==> config.mk <==
export PLATFORM = sky130hd
export DESIGN_NAME = harmonic_mixer
export DESIGN_NICKNAME = d
export VERILOG_FILES = /design/src/rtl/harmonic_mixer.sv
export SDC_FILE = /design/constraint.sdc
export NUM_CORES = 1
export LEC_CHECK = 0
export ABC_CLOCK_PERIOD_IN_PS = 9100
export BUFFER_PORTS_ARGS = -buffer_cell sky130_fd_sc_hd__buf_2
export CORE_MARGIN = 1
export CORE_UTILIZATION = 62
export CTS_CLUSTER_SIZE = 25
export DETAILED_ROUTE_END_ITERATION = 7
export PLACE_DENSITY = 0.95
export SETUP_SLACK_MARGIN = 0.5
export SYNTH_ARGS = -nofsm -noshare
export SYNTH_HDL_FRONTEND = slang
export SYNTH_SLANG_ARGS = --single-unit
==> constraint.sdc <==
create_clock -name clk -period 9.1 [get_ports clk]
set_clock_uncertainty 0.15 [all_clocks]
set_input_delay 0.91 -clock clk [delete_from_list [all_inputs] [get_ports clk]]
set_output_delay 0.91 -clock clk [all_outputs]
set_load 0.01 [all_outputs]
==> src/rtl/harmonic_mixer.sv <==
// Collects one signed sample per harmonic lane per codec request, sums the
// lanes serially, scales and saturates the result, and strobes it out.
module harmonic_mixer #(
  parameter int N_HARM         = 3,
  parameter int GAIN_SHIFT     = 2,
  parameter int TIMEOUT_CYCLES = 1024
) (
  input  logic                  clk,
  input  logic                  reset,
  input  logic                  play_enable,
  input  logic                  generate_next_sample,
  input  logic [N_HARM-1:0]     harm_en,
  input  logic [16*N_HARM-1:0]  harm_in,
  input  logic [N_HARM-1:0]     harm_ready,
  output logic [15:0]           mixed_out,
  output logic                  mixed_ready,
  output logic                  timeout_err,
  output logic                  overrun
);

  localparam int TW = (TIMEOUT_CYCLES > 1) ? $clog2(TIMEOUT_CYCLES) : 1;
  localparam int IW = $clog2(N_HARM + 1);
  localparam int AW = 20;

  typedef enum logic [1:0] {S_IDLE, S_COLLECT, S_SUM, S_OUT} state_e;

  state_e                     state_q, state_d;
  logic [N_HARM-1:0]          got_q, got_d;
  logic [N_HARM-1:0][15:0]    cap_q, cap_d;
  logic [TW-1:0]              timer_q, timer_d;
  logic [IW-1:0]              idx_q, idx_d;
  logic signed [AW-1:0]       acc_q, acc_d;
  logic [15:0]                mixed_out_q, mixed_out_d;
  logic                       mixed_ready_q, mixed_ready_d;
  logic                       timeout_err_q, timeout_err_d;
  logic                       overrun_q, overrun_d;

  logic [N_HARM-1:0][15:0]    lane_in;
  logic [N_HARM-1:0]          newcap;
  logic                       all_got;
  logic [15:0]                sel_cap;
  logic signed [AW-1:0]       scaled;
  logic [15:0]                sat_val;

  // Flat bus and packed lane array share the same bit layout.
  assign lane_in = harm_in;
  assign newcap  = harm_ready & ~got_q;
  assign all_got = &(got_q | newcap);

  always_comb begin
    sel_cap = '0;
    for (int k = 0; k < N_HARM; k++)
      if (idx_q == IW'(k)) sel_cap = cap_q[k];
  end

  always_comb begin
    scaled = acc_q >>> GAIN_SHIFT;
    if (scaled > 20'sd32767)        sat_val = 16'h7fff;
    else if (scaled < -20'sd32768)  sat_val = 16'h8000;
    else                            sat_val = scaled[15:0];
  end

  always_comb begin
    state_d       = state_q;
    got_d         = got_q;
    cap_d         = cap_q;
    timer_d       = timer_q;
    idx_d         = idx_q;
    acc_d         = acc_q;
    mixed_out_d   = mixed_out_q;
    mixed_ready_d = 1'b0;
    timeout_err_d = 1'b0;
    overrun_d     = 1'b0;
    case (state_q)
      S_IDLE: begin
        if (generate_next_sample) begin
          state_d = S_COLLECT;
          got_d   = ~harm_en;
          cap_d   = '0;
          timer_d = '0;
        end
      end
      S_COLLECT: begin
        overrun_d = generate_next_sample;
        for (int k = 0; k < N_HARM; k++)
          if (newcap[k]) cap_d[k] = lane_in[k];
        got_d   = got_q | newcap;
        timer_d = timer_q + 1'b1;
        if (all_got) begin
          state_d = S_SUM;
          acc_d   = '0;
          idx_d   = '0;
        end else if (timer_q == TW'(TIMEOUT_CYCLES - 1)) begin
          // Missing lanes keep their cleared capture and add zero.
          state_d       = S_SUM;
          acc_d         = '0;
          idx_d         = '0;
          timeout_err_d = 1'b1;
        end
      end
      S_SUM: begin
        overrun_d = generate_next_sample;
        if (idx_q == IW'(N_HARM)) begin
          state_d       = S_OUT;
          mixed_out_d   = play_enable ? sat_val : 16'h0000;
          mixed_ready_d = 1'b1;
        end else begin
          acc_d = acc_q + AW'($signed(sel_cap));
          idx_d = idx_q + 1'b1;
        end
      end
      S_OUT: begin
        overrun_d = generate_next_sample;
        state_d   = S_IDLE;
      end
      default: state_d = S_IDLE;
    endcase
  end

  always_ff @(posedge clk or posedge reset) begin
    if (reset) begin
      state_q       <= S_IDLE;
      got_q         <= '0;
      cap_q         <= '0;
      timer_q       <= '0;
      idx_q         <= '0;
      acc_q         <= '0;
      mixed_out_q   <= '0;
      mixed_ready_q <= 1'b0;
      timeout_err_q <= 1'b0;
      overrun_q     <= 1'b0;
    end else begin
      state_q       <= state_d;
      got_q         <= got_d;
      cap_q         <= cap_d;
      timer_q       <= timer_d;
      idx_q         <= idx_d;
      acc_q         <= acc_d;
      mixed_out_q   <= mixed_out_d;
      mixed_ready_q <= mixed_ready_d;
      timeout_err_q <= timeout_err_d;
      overrun_q     <= overrun_d;
    end
  end

  assign mixed_out   = mixed_out_q;
  assign mixed_ready = mixed_ready_q;
  assign timeout_err = timeout_err_q;
  assign overrun     = overrun_q;

endmodule
==> summary.txt <==
status: complete, no violations
unique cell type count in the Yosys netlist: 50
antenna-violating nets left: 0
routed length per instance: 17.2 µm
clk sinks: 104
n_diodes: 0
vias per cell: 6.18
GPL Wtd Cong: 0.884
final WL: 12.9 mm
Psw: 0.712 mW
post_cts resized: 0
FMAX: 251 MHz
grt ovf: 0
share of the synthesized area in the top cell type: 47.1%
Starting DRT DRC Count: 259
CP max-delay cell: ha_1
Synth async-reset ratio: 100%
Rel. slew slack: 17.8%
most numerous cell in the Yosys netlist: dfrtp_1
Worst-Margin Slew: 1230 ps
Worst-Skew Late Latency: 380 ps
Commonest cells post-synth: dfrtp_1 (104), nand2_1 (77), a22o_1 (53)
Final period util: 43.7%
CP Depth: 15
worst hold path type: flop to flop
Yosys reg bits: 104
final setup vio count: 0
Placed Cells: 734
postcts setup bufs: 0
Req. time, crit path: 9210 ps
largest net degree at the start of global routing: 66
crit path launch type: flop
initial antenna violation count: 0
RSZ-0062 raised after global routing: false
Post-synth EDFFs: 0
DRC: 0
CTS tree: yes
via count: 4636
hold_sp: mixed_out[15]$_DFFE_PP0P_
root buf cell: clkbuf_8
dpl cell area: 5940 µm²
Yosys top cell by area: dfrtp_1
Synth area leaders: dfrtp_1 (47%), a22o_1 (8.4%), ha_1 (6.8%), nand2_1 (5.2%), o21ai_0 (4.2%)
Largest stage delay, worst path: 720 ps
Finished Cell Area: 6150 µm²
vias in the first global route: 4396
DP HPWL: 9.49 mm
Final Hold Fails: 0
clock share of power: 17.5%
PwrDens: 271 nW/µm²
max-cap viol count: 0
sequential share of the synthesized area: 47.1%
Worst-path clk slew: 110 ps
cts bufs inserted: 9
Syn-to-layout area delta: 11.3%
r2r setup slk: 5120 ps
Final #Nets: 726
DIE WIDTH: 96.4 µm
Comb pwr share: 40.3%
reg2reg path depth: 15
Syn Inst Count: 571
VDD IR max: 0.136 mV
Final Non-Filler Cells: 750
H-tree depth: 3
sw frac: 42.8%
IO buf count: 76
CP Data Arrival Time: 4090 ps
Critical Path End: acc_q[12]$_DFFE_PP0P_
Crit Path Max Fanout: 27
total track usage: 29.9%
setup TNS: 0 ps
R2R Path Start: idx_q[1]$_DFFE_PP0P_
# hold bufs at CTS: 0
Layout fillers: 649
Mapped Avg Cell Area: 9.67 µm²
global-route wire length before repair: 21.0 mm
Die Height: 96.4 µm
Buf+Inv Stages, Crit Path: 2
internal power: 0.953 mW
Worst Setup End Kind: flop
Net Count, Synth: 660
Main synth FF type: dfrtp_1
crit-path cells: inv_1 -> ha_1 -> nor2b_1 -> a22oi_1 -> o21ai_0 -> ha_1 -> inv_1 -> fa_1 -> and3b_1 -> or2_1 -> a31oi_1 -> o21bai_2 -> a31oi_1 -> xor2_1 -> o21ai_1
layout cell share with drive strength beyond 1: 17.6%
cell area after synthesis: 5520 µm²
die area: 9290 µm²
core footprint: 8680 µm²
critical path class: flop to flop
Sequential Power Share: 42.2%
FF-to-FF End: acc_q[12]$_DFFE_PP0P_
Syn. warnings: 0
row cnt: 34
crit path launch: idx_q[1]$_DFFE_PP0P_
Initial Util: 63.6%
crit path time final: 3980 ps
Final Slew Violations: 0
# IOs: 77
Layout Utilization: 70.8%
CP delay by family, top: adder cells
Clock Tree Buf Depth: 2
leakage: 3.03 nW
1st-pass router iterations: 5
layout by cell type (no fill, tap or decap), types with 6 or more instances in the layout:
| master | Yosys | layout |
|---|---|---|
| a21o_1 | 11 | 11 |
| inv_1 | 20 | 19 |
| a22oi_1 | 6 | 6 |
| o21ai_0 | 46 | 46 |
| clkbuf_8 | 0 | 9 |
| dfrtp_1 | 104 | 104 |
| buf_2 | 9 | 76 |
| xor2_1 | 15 | 15 |
| nor2_1 | 49 | 49 |
| a21oi_1 | 31 | 31 |
| a31oi_1 | 9 | 9 |
| o21ai_1 | 21 | 21 |
| nand2_1 | 77 | 77 |
| a22o_1 | 53 | 53 |
| xnor2_1 | 8 | 8 |
| nand3_1 | 10 | 10 |
| ha_1 | 30 | 30 |
worst register-to-register path, delay by kind of cell, from the launching register on:
family	cells	cell delay, ps
flops	1	430
fa+ha+maj	3	1180
buf+inv	2	190
xor+xnor	1	170
simple gates	3	710
compound gates	6	1030
through the flow:
stage                     total power [mW]  worst slack, ps  hold slack (ps)
after global placement                1.32             5440              305
final                                 1.66             5120              333
after detailed placement              1.37             5220              315
after global routing                  1.78             4790              372
after floorplan                       1.18             5310              323
after CTS                             1.66             5170              339
worst min-delay path by stage:
| stage | to | slack, ps | cells after the start |
|---|---|---|---|
| global route | mixed_out[4]$_DFFE_PP0P_ | 370 | 2 |
| detailed placement | mixed_out[15]$_DFFE_PP0P_ | 310 | 2 |
| CTS | mixed_out[15]$_DFFE_PP0P_ | 340 | 2 |
| global placement | mixed_out[7]$_DFFE_PP0P_ | 310 | 2 |
| floorplan | cap_q[10]$_DFFE_PP0P_ | 320 | 1 |
| finish | mixed_out[15]$_DFFE_PP0P_ | 330 | 2 |
power groups by stage:
| stage | registers, mW | clock network (mW) | logic (mW) |
|---|---|---|---|
| after floorplan | 0.694 | 0 | 0.486 |
| after global placement | 0.699 | 0 | 0.623 |
| after detailed placement | 0.710 | 0 | 0.657 |
| after CTS | 0.701 | 0.295 | 0.664 |
| after global routing | 0.721 | 0.317 | 0.747 |
| final | 0.702 | 0.292 | 0.671 |
routing by layer:
| metal | vias up | share of wire, % | track usage, % |
|---|---|---|---|
| li1 | 2176 | - | - |
| met1 | 2251 | 44 | 40.7 |
| met2 | 186 | 48 | 48.4 |
| met3 | 23 | 5.8 | 4.38 |
| met4 | 0 | 2.0 | 12.3 |
| met5 | - | 0 | 0 |
flip-flops by register name, indices dropped and copies added, names as in the netlist:
signal,count
mixed_ready,1
cap_q,48
acc_q,20
mixed_out,16
overrun,1
idx_q,2
timer_q,10
timeout_err,1
state_q,2
got_q,3
cell type report:
| type | instances | area, µm² | share of cell area (%) |
|---|---|---|---|
| clock inverter | 7 | 78.8 | 1.28 |
| tap | 108 | 135 | 2.20 |
| sequential | 104 | 2600 | 42.3 |
| timing repair buffer | 80 | 410 | 6.68 |
| clock buffer | 9 | 124 | 2.02 |
| multi-input combinational | 421 | 2710 | 44.2 |
| inverter | 21 | 81.3 | 1.32 |
cell families after synthesis:
kind of cell | Yosys count | synth area share (%)
compound gates | 199 | 24.5
flops | 104 | 47.1
mux | 1 | 0.181
xor+xnor | 23 | 3.65
fa+ha+maj | 31 | 7.16
buf+inv | 46 | 3.74
simple gates | 167 | 13.7
Note: power is estimated with default switching activity, not from simulation.
